--- src/rtl/fpu_addsub_arbiter.sv ---
// Round-robin front end that shares one multi-cycle FP16 add/sub unit among N_REQ requesters.
// The unit is held in reset except while an operation is in flight; a watchdog forces a response if it hangs.
module fpu_addsub_arbiter #(
    parameter int unsigned N_REQ   = 4,
    parameter int unsigned TIMEOUT = 64
) (
    input  logic                 clk,
    input  logic                 reset,
    input  logic [N_REQ-1:0]     req_valid,
    output logic [N_REQ-1:0]     req_ready,
    input  logic [16*N_REQ-1:0]  req_x,
    input  logic [16*N_REQ-1:0]  req_y,
    input  logic [N_REQ-1:0]     req_sub,
    output logic [N_REQ-1:0]     rsp_valid,
    input  logic [N_REQ-1:0]     rsp_ready,
    output logic [15:0]          rsp_result,
    output logic [1:0]           rsp_ofuf,
    output logic                 rsp_timeout,
    output logic                 busy,
    output logic                 fu_reset,
    output logic [15:0]          fu_x,
    output logic [15:0]          fu_y,
    output logic                 fu_addsub,
    input  logic                 fu_done,
    input  logic [15:0]          fu_result,
    input  logic [1:0]           fu_ofuf
);

    localparam int unsigned PW = (N_REQ > 1) ? $clog2(N_REQ) : 1;
    localparam int unsigned TW = $clog2(TIMEOUT);

    typedef enum logic [1:0] {
        S_IDLE,
        S_ISSUE,
        S_WAIT,
        S_RESP
    } state_t;

    state_t          r_state;
    state_t          w_next;
    logic [PW-1:0]   r_ptr;
    logic [PW-1:0]   r_g;
    logic [15:0]     r_x;
    logic [15:0]     r_y;
    logic            r_sub;
    logic [15:0]     r_result;
    logic [1:0]      r_ofuf;
    logic            r_timeout;
    logic [TW-1:0]   r_timer;

    logic            w_found;
    logic [PW-1:0]   w_win;
    logic [PW-1:0]   w_idx;
    logic            w_accept;
    logic            w_expire;

    // Search upward from the requester after the last one served.
    always_comb begin
        w_found = 1'b0;
        w_win   = '0;
        w_idx   = '0;
        for (int unsigned k = 1; k <= N_REQ; k++) begin
            w_idx = PW'((32'(r_ptr) + k) % N_REQ);
            if (!w_found && req_valid[w_idx]) begin
                w_found = 1'b1;
                w_win   = w_idx;
            end
        end
    end

    assign w_accept = (r_state == S_IDLE) && w_found && !reset;
    assign w_expire = (r_timer == TW'(TIMEOUT - 1));

    always_ff @(posedge clk) begin
        if (reset) begin
            r_state <= S_IDLE;
        end else begin
            r_state <= w_next;
        end
    end

    always_comb begin
        w_next    = r_state;
        req_ready = '0;
        rsp_valid = '0;
        busy      = (r_state != S_IDLE);
        fu_reset  = (r_state != S_WAIT);
        case (r_state)
            S_IDLE: begin
                if (w_accept) begin
                    req_ready[w_win] = 1'b1;
                    w_next           = S_ISSUE;
                end
            end
            S_ISSUE: w_next = S_WAIT;
            S_WAIT: begin
                if (fu_done || w_expire) begin
                    w_next = S_RESP;
                end
            end
            S_RESP: begin
                rsp_valid[r_g] = 1'b1;
                if (rsp_ready[r_g]) begin
                    w_next = S_IDLE;
                end
            end
            default: w_next = S_IDLE;
        endcase
    end

    always_ff @(posedge clk) begin
        if (reset) begin
            r_ptr     <= PW'(N_REQ - 1);
            r_g       <= '0;
            r_x       <= '0;
            r_y       <= '0;
            r_sub     <= 1'b0;
            r_result  <= '0;
            r_ofuf    <= '0;
            r_timeout <= 1'b0;
            r_timer   <= '0;
        end else begin
            case (r_state)
                S_IDLE: begin
                    if (w_accept) begin
                        r_x   <= req_x[16*w_win +: 16];
                        r_y   <= req_y[16*w_win +: 16];
                        r_sub <= req_sub[w_win];
                        r_g   <= w_win;
                    end
                end
                S_ISSUE: r_timer <= '0;
                S_WAIT: begin
                    // A completion on the expiry cycle still counts as a real result.
                    if (fu_done) begin
                        r_result  <= fu_result;
                        r_ofuf    <= fu_ofuf;
                        r_timeout <= 1'b0;
                    end else if (w_expire) begin
                        r_result  <= '0;
                        r_ofuf    <= '0;
                        r_timeout <= 1'b1;
                    end else begin
                        r_timer <= r_timer + 1'b1;
                    end
                end
                S_RESP: begin
                    if (rsp_ready[r_g]) begin
                        r_ptr <= r_g;
                    end
                end
                default: ;
            endcase
        end
    end

    assign fu_x        = r_x;
    assign fu_y        = r_y;
    assign fu_addsub   = r_sub;
    assign rsp_result  = r_result;
    assign rsp_ofuf    = r_ofuf;
    assign rsp_timeout = r_timeout;

endmodule

--- config.mk ---
export PLATFORM = sky130hd
export DESIGN_NAME = fpu_addsub_arbiter
export DESIGN_NICKNAME = d
export VERILOG_FILES = /design/src/rtl/fpu_addsub_arbiter.sv
export SDC_FILE = /design/constraint.sdc
export NUM_CORES = 1
export LEC_CHECK = 0
export CAP_MARGIN = 20
export CORE_MARGIN = 2
export CORE_UTILIZATION = 38
export CTS_CLUSTER_DIAMETER = 40
export CTS_CLUSTER_SIZE = 40
export DETAILED_ROUTE_END_ITERATION = 8
export PLACE_DENSITY = 0.95
export SLEW_MARGIN = 20
export SYNTH_ARGS = -nofsm -noshare
export SYNTH_HDL_FRONTEND = slang
export SYNTH_SLANG_ARGS = --single-unit
--- constraint.sdc ---
create_clock -name clk -period 5.5 [get_ports clk]
set_clock_uncertainty 0.05 [all_clocks]
set_input_delay 1.1 -clock clk [delete_from_list [all_inputs] [get_ports clk]]
set_output_delay 1.1 -clock clk [all_outputs]
set_load 0.005 [all_outputs]
After elaboration in Yosys (flattened, before gate mapping)

Cells that the tools add are included.

Flip-flop bits (word level): 64
Output and inout port bits: 62
Logic and storage cells: 96

Add/subtract/negate cells: 5
Order comparisons: 8
Equality and inequality tests: 10
Shifts and indexed selects: 2
Mux-type cells: 40
Reductions and logical operators: 21

Operators by type and width:

| cell                                                                                | number |
|---|---|
| 64-bit by 7-bit variable part select with 16-bit output                             | 2 |
| 16-bit two-way mux                                                                  | 2 |
| 2-bit by 3-bit < comparator with 1-bit output, second input constant                | 6 |
| 2-bit two-way mux                                                                   | 9 |
| 1-bit two-way mux                                                                   | 14 |
| 1-bit binary-select mux with 2-bit select                                           | 6 |
| 4-bit two-way mux                                                                   | 3 |
| 6-bit two-way mux                                                                   | 2 |
| 2-bit != test, second input constant                                                | 6 |
| 6-bit case mux with 2 select lines                                                  | 1 |
| 2-bit case mux with 4 select lines                                                  | 1 |
| 1-bit logical AND                                                                   | 7 |
| 6-bit by 1-bit adder with 6-bit output, second input constant                       | 1 |
| 6-bit equality test, second input constant                                          | 1 |
| 2-bit AND reduction                                                                 | 3 |
| 3-bit AND reduction                                                                 | 2 |
| 2-bit nonzero test                                                                  | 3 |
| 2-bit by 1-bit adder with 2-bit output, second input constant                       | 2 |
| 2-bit adder, second input constant                                                  | 2 |
| 1-bit demux with 2-bit select                                                       | 2 |
| 2-bit equality test, second input constant                                          | 2 |
| 2-bit by 1-bit greater-or-equal comparator with 1-bit output, second input constant | 2 |
| 1-bit logical NOT                                                                   | 4 |
| 2-bit by 1-bit equality test with 1-bit output, second input constant               | 1 |
| 2 further kinds                                                                     | 2 |

Logic depth before layout (Yosys ltp)

Gate-level depths: netlist (run 1).

Depth after elaboration: 19
Mapped depth: 8

Least setup slack after synthesis (run 1)

OpenSTA, ideal clock, no wires.

Path type: input -> output
Start point: in req_valid[0]
End point: out req_ready[2]
Arrival time: 2.143 ns
Data required time: 4.350 ns
Setup slack: 2.207 ns
Stages on the path: 7
Buffers on the path: 2
Cells stage by stage: a21oi_1 a31oi_1 a21o_1 or3_1 buf_2 buf_2 nor2_1

Longest elaborated chain between the ends: 18
Elaborated cells on any way between the ends: 31
Those cells by class: 2 x order compare; 20 x mux; 9 x reduce/logical

RTL lines:

| what                                                                                                                                                | line | text |
|---|---|---|
| from (decl)                                                                                                                                         | 9    | `input logic [N_REQ-1:0] req_valid,` |
| 1-bit binary-select mux with 2-bit select                                                                                                           | 64   | `if (!w_found && req_valid[w_idx]) begin` |
| 1-bit two-way mux (not written as such)                                                                                                             | 64   |  |
| 1-bit two-way mux                                                                                                                                   | 64   |  |
| 1-bit logical NOT                                                                                                                                   | 64   |  |
| 1-bit logical AND                                                                                                                                   | 64   |  |
| 1-bit two-way mux                                                                                                                                   | 64   |  |
| 1-bit logical NOT                                                                                                                                   | 64   |  |
| 1-bit logical AND                                                                                                                                   | 64   |  |
| [... 2 more ...]                                                                                                                                    | --   |  |
| 1-bit logical AND                                                                                                                                   | 64   |  |
| 2-bit two-way mux                                                                                                                                   | 64   |  |
| 2-bit by 3-bit < comparator with 1-bit output (not written as such) or 2-bit by 1-bit greater-or-equal comparator with 1-bit output (tied branches) | 91   | `req_ready[w_win] = 1'b1;` |
| 1-bit logical AND (not written as such)                                                                                                             | 91   |  |
| 1-bit two-way mux (not written as such)                                                                                                             | 91   |  |
| 1-bit demux with 2-bit select                                                                                                                       | 91   |  |
| 4-bit two-way mux *                                                                                                                                 | 90   | `if (w_accept) begin` |
| 4-bit two-way mux *                                                                                                                                 | 88   | `case (r_state)` |
| to (decl)                                                                                                                                           | 10   | `output logic [N_REQ-1:0] req_ready,` |

Mark *: on every way between the ends. The rest lies on a longest branch, timed or not. The select of a mux whose other input is x is not followed.

Worst setup path after layout (run 1)

Start point: in req_valid[1]
End point: out req_ready[1]

The elaborated chain is that of the path after synthesis.

==> results of run 1 <==
==> how the worst max path moves through the flow <==
stage	from	endpoint	depth (start not counted)
after floorplan	req_valid[0]	req_ready[2]	7
after global placement	reset	req_ready[0]	6
after detailed placement	reset	req_ready[1]	6
after CTS	reset	req_ready[1]	6
after global routing	req_valid[1]	req_ready[1]	6
final	req_valid[1]	req_ready[1]	6
==> flip-flops by register name, summed over array words and instances, names as in the netlist <==
| register | count |
|---|---|
| fu_x | 16 |
| fu_addsub | 1 |
| r_ptr | 2 |
| rsp_result | 16 |
| rsp_timeout | 1 |
| r_state | 2 |
| fu_y | 16 |
| r_timer | 6 |
| r_g | 2 |
| rsp_ofuf | 2 |
==> through the flow <==
stage	hold slack, ps	power [mW]	worst slack [ps]	cells	util (%)
floorplan	406.9	0.9732	2207	345	-
global placement	393.4	1.366	848.7	652	66.88
detailed placement	395.6	1.398	847.8	652	66.88
CTS	415.6	1.849	837.5	668	69.58
global route	442.2	1.941	652.4	668	69.62
finish	415.5	1.835	810.6	668	69.62
==> layout make-up <==
| class | instances | area [um2] | area share [%] |
|---|---|---|---|
| Timing Repair Buffer | 226 | 2252 | 39.37 |
| Multi-Input combinational cell | 249 | 1804 | 31.54 |
| Sequential cell | 64 | 1281 | 22.40 |
| Clock buffer | 11 | 141.4 | 2.472 |
| Tap cell | 105 | 131.4 | 2.297 |
| Clock inverter | 5 | 80.08 | 1.400 |
| Inverter | 8 | 30.03 | 0.5249 |
==> critical path, delay by kind of cell <==
family	cells	cell delay (ps)
simple gates	3	790
buf+inv	2	1070
compound gates	1	560
==> metal layers <==
metal	routed length (um)	global-route usage (%)	vias to the layer above
li1	-	-	1705
met1	3982	22.93	1685
met2	6000	45.02	172
met3	1212	9.319	40
met4	491	12.50	0
met5	0	0	-
==> cell usage after synthesis (3+ instances only) <==
library cell / instances
inv_1: 7
o221ai_1: 34
a21oi_1: 9
dfxtp_1: 64
mux2i_1: 68
buf_2: 5
buf_4: 5
nor3_1: 3
a22oi_1: 18
nand3_1: 4
nor2_1: 32
clkbuf_1: 12
nand2_1: 46
ha_1: 5
a211oi_1: 3
==> power by group <==
group	total, mW	internal [mW]	leakage [nW]	switching (mW)
sequential	0.643	0.575	0.524	0.0676
clock	0.445	0.267	0.106	0.178
combinational	0.748	0.426	1.69	0.321
total	1.84	1.27	2.32	0.567
==> cell usage in the layout (no fill, tap or decap), types with 3 or more instances in the layout <==
cell type / instances
a211oi_1: 3
a21oi_1: 8
a22oi_1: 18
buf_4: 4
clkbuf_8: 10
clkdlybuf4s50_1: 222
dfxtp_1: 64
ha_1: 5
inv_1: 7
mux2i_1: 68
nand2_1: 46
nand3_1: 4
nor2_1: 32
nor3_1: 3
o221ai_1: 34
==> cells by family (layout without fill, tap and decap cells) <==
kind of cell / Yosys count / count (layout)
fa+ha+maj: 5 / 5
xor+xnor: 1 / 1
flops: 64 / 64
compound gates: 77 / 77
mux: 69 / 69
simple gates: 97 / 97
buf+inv: 32 / 250
==> impl_metrics.json, run 1 <==
{
  "p_leak_nw": 2.317,
  "routed_via_density": 5.392,
  "drv_cap": 0,
  "worstHoldPathCells": 2,
  "grt_overflow": 0,
  "post_cts_buffers": 0,
  "drt-wirelength-per-cell_um": 17.50,
  "htree_levels": 3,
  "reg2reg_depth": 7,
  "ff2ff_setup_slack_ps": 2890,
  "grt_pass1_wl_um": 17160,
  "core_area_um2": 8217,
  "rsz0062_at_grt": "no",
  "place_area_um2": 5495,
  "syn_inst": 345,
  "worstHoldEndpoint": "fu_x[11]",
  "ys_types": 37,
  "dieArea_um2": 9255,
  "max_freq_mhz": 213.2,
  "post-route-min-period_ps": 4689,
  "syn_avg_cell_area_um2": 9.364,
  "io_buffers": 222,
  "cts_sinks": 64,
  "synth_edf_count": 0,
  "synth_fa_ha_area_share_pct": 1.936,
  "gp_congestion": 0.7890,
  "chipWidth_um": 96.21,
  "worstMarginPinSlew_ps": 912.9,
  "synthSimpleGateAreaFrac_pct": 12.63,
  "crit_required_ps": 4350,
  "die_h_um": 96.21,
  "cp_slowest_cell": "a211oi_1",
  "critPathCaptureType": "output pin",
  "cts_buffers": 9,
  "max_stage_delay_ps": 560,
  "dp_hpwl_um": 9102,
  "antenna_found_initial": 0,
  "r2r_end": "fu_x[5]",
  "grt_pass1_vias": 3624,
  "clkTransAtPathRegs_ps": 60,
  "cp-start-kind": "input port",
  "fin_setup_tns_ps": 0,
  "synthArstFlopShare_pct": 0,
  "synth.area.top_cells": "dfxtp_1, mux2i_1, o221ai_1",
  "synth_compound_area_share_pct": 18.51,
  "fp-row-count": 33,
  "cts_max_path_buffers": 2,
  "setup_viol_count_final": 0,
  "synth_xor_area_share_pct": 0.2711,
  "ctsResizeCount": 0,
  "yosysTopAreaCellShare_pct": 39.66,
  "layout.nets": 724,
  "synth_top_family_by_area": "multiplexers",
  "syn-num-nets": 511,
  "finalInstanceArea_um2": 5720,
  "drt_pass1_iterations": 5,
  "syn-cell-area_um2": 3231,
  "synth_flop_cell": "dfxtp_1",
  "period_share_pct": 85.26,
  "hold_buffers": 0,
  "fill_cells": 632,
  "clock_latency_ps": 340,
  "root_buffer": "clkbuf_8",
  "grtUsageTotal_pct": 24.27,
  "yosysWarnings": 0,
  "outcome": "finished, final reports clean",
  "start_util_pct": 39.32,
  "routed_wl_um": 11690,
  "drive_above_1_share_pct": 4.263,
  "seq_area_frac_synth_pct": 39.66,
  "synthMuxAreaShare_pct": 21.77,
  "hold_viol_final": 0,
  "syn_to_final_growth_pct": 77.07,
  "yosysTopAreaCell": "dfxtp_1",
  "io_pins": 223,
  "path_cells": "clkdlybuf4s50_1, nor2_1, a211oi_1, nand2_1, nor2_1, clkdlybuf4s50_1",
  "power_density_nw_per_um2": 320.8,
  "max_slew_margin_pct": 39.01,
  "min_from": "fu_x[11]",
  "slew_viol_final": 0,
  "critPathMaxFanout": 14,
  "vias": 3602,
  "drt_iter0_drc": 76,
  "min_path_type": "reg2reg",
  "tritoncts": "built",
  "grt_max_degree": 57,
  "critical_path_arrival_ps": 3540,
  "drcViolationCount": 0,
  "diodes": 0,
  "irDropWorstVdd_v": 0.0002028,
  "worstReg2RegStart": "r_state[0]",
  "synth_seq_cells": 64,
  "postRouteAntennaNets": 0,
  "critPathKind": "in2out"
}
Note: power is estimated with default switching activity, not from simulation.
==> run 2: changes to the inputs <==
Settings changed: CORE_MARGIN 2 to 1, TNS_END_PERCENT from default to 10.
==> run 2 against run 1 <==
Cell area down 0.39%. Sequential power about the same. Final cell count is the same. Sequential cell count did not move. Global-route usage is 1.2 points higher. Clock-buffer cell count is 2 higher.
==> impl_metrics.json, run 2 (synthesis results as in run 1) <==
{
  "outcome": "finished, final reports clean",
  "drcViolationCount": 0,
  "slew_viol_final": 0,
  "worstReg2RegStart": "r_ptr[1]",
  "gp_congestion": 0.8278,
  "post-route-min-period_ps": 4587,
  "min_from": "fu_y[10]",
  "reg2reg_depth": 6,
  "r2r_end": "fu_y[14]",
  "io_pins": 223,
  "cts_buffers": 9,
  "setup_ws_ps": 913.0,
  "critPathMaxFanout": 32,
  "drt_pass1_iterations": 6,
  "use_met2_pct": 48.43,
  "start_util_pct": 39.32,
  "post_cts_buffers": 0,
  "grt_pass1_wl_um": 17300,
  "dp_slack_ps": 907.3,
  "crit_required_ps": 4350,
  "critPathCaptureType": "output pin",
  "busiest_layer": "met2",
  "fp-row-count": 33,
  "critPathKind": "in2out",
  "setup_viol_count_final": 0,
  "period_share_pct": 83.40,
  "p_leak_nw": 2.315,
  "grt_overflow": 0,
  "antenna_found_initial": 0,
  "hold_viol_final": 0,
  "syn_to_final_growth_pct": 76.37,
  "clock_latency_ps": 330,
  "tritoncts": "built",
  "postRouteAntennaNets": 0,
  "drv_cap": 0,
  "cts_sinks": 64,
  "worstMarginPinSlew_ps": 929.4,
  "chipWidth_um": 94.21,
  "dieArea_um2": 8875,
  "grt_pass1_vias": 3693,
  "use_met3_pct": 7.282,
  "layout_commonest_cell": "clkdlybuf4s50_1",
  "drt_iter0_drc": 125,
  "layout.nets": 724,
  "ff2ff_setup_slack_ps": 2850,
  "layout_common_cells": "clkdlybuf4s50_1, mux2i_1, dfxtp_1, nand2_1, o221ai_1",
  "combPwrFrac_pct": 41.7,
  "drive_above_1_share_pct": 4.085,
  "vias": 3549,
  "worstHoldPathCells": 2,
  "hold_buffers": 0,
  "rsz0062_at_grt": "no",
  "grt_max_degree": 45,
  "pwr-share-seq_pct": 35.9,
  "diodes": 0,
  "die_h_um": 94.21,
  "root_buffer": "clkbuf_8",
  "internal_power_mw": 1.233,
  "drt-wirelength-per-cell_um": 17.31,
  "p_sw_share_pct": 31.05,
  "ctsResizeCount": 0,
  "p_total_mw": 1.788,
  "worstHoldEndpoint": "fu_y[10]",
  "core_area_um2": 8217,
  "fin_setup_tns_ps": 0,
  "use_met1_pct": 23.89,
  "irDropWorstVdd_v": 0.0001838,
  "max_slew_margin_pct": 37.90,
  "max_freq_mhz": 218.0,
  "grtUsageTotal_pct": 25.49,
  "p_switching_mw": 0.5552,
  "clkTransAtPathRegs_ps": 60,
  "dp_hpwl_um": 8942,
  "power_density_nw_per_um2": 313.8,
  "min_path_type": "reg2reg",
  "power.share.clock_pct": 22.4,
  "cts_max_path_buffers": 2,
  "cp-start-kind": "input port",
  "critical_path_arrival_ps": 3440,
  "routed_via_density": 5.313,
  "htree_levels": 3,
  "io_buffers": 222,
  "routed_wl_um": 11560
}
## run 2: how the worst max path moves through the flow
stage,start,endpoint,cells past startpoint
2_1_floorplan,req_valid[0],req_ready[2],7
3_3_place_gp,reset,req_ready[1],6
3_5_place_dp,reset,req_ready[1],6
4_1_cts,reset,req_ready[1],6
5_1_grt,reset,req_ready[1],6
6_report,reset,req_ready[1],6
## run 2: area by class of cell
type / count / area (um2)
Clock inverter: 3 / 40.04
Timing Repair Buffer: 226 / 2252
Multi-Input combinational cell: 249 / 1804
Clock buffer: 13 / 158.9
Tap cell: 105 / 131.4
Fill cell: 612 / 2519
Inverter: 8 / 30.03
Sequential cell: 64 / 1281
## run 2: layer usage
layer | share of wire [%] | vias to the layer above
li1 | - | 1703
met1 | 34 | 1644
met2 | 53 | 165
met3 | 8.7 | 37
met4 | 4.2 | 0
met5 | 0 | -
## run 2: per-stage QoR
| stage | hold WS (ps) | util, % | cell area [um2] | cells |
|---|---|---|---|---|
| 6_report | 412.4 | 69.35 | 5698 | 668 |
| 5_1_grt | 447.6 | 69.35 | 5698 | 668 |
| 4_1_cts | 413.6 | 69.30 | 5694 | 668 |
| 3_5_place_dp | 397.5 | 66.88 | 5495 | 652 |
| 3_3_place_gp | 392.9 | 66.88 | 5495 | 652 |
| 2_1_floorplan | 406.9 | - | 3231 | 345 |
## run 2: critical path, cell delays in order
cell	delay, ps
clkdlybuf4s50_1	410
buf_4	240
a211oi_1	530
nand2_1	390
nor2_1	230
clkdlybuf4s50_1	540
## run 2: power by group through the flow
stage / clock network [mW] / registers [mW] / logic [mW]
after floorplan: 0 / 0.651 / 0.322
after global placement: 0 / 0.642 / 0.720
after detailed placement: 0 / 0.651 / 0.744
after CTS: 0.410 / 0.641 / 0.748
after global routing: 0.438 / 0.657 / 0.810
final: 0.401 / 0.642 / 0.746
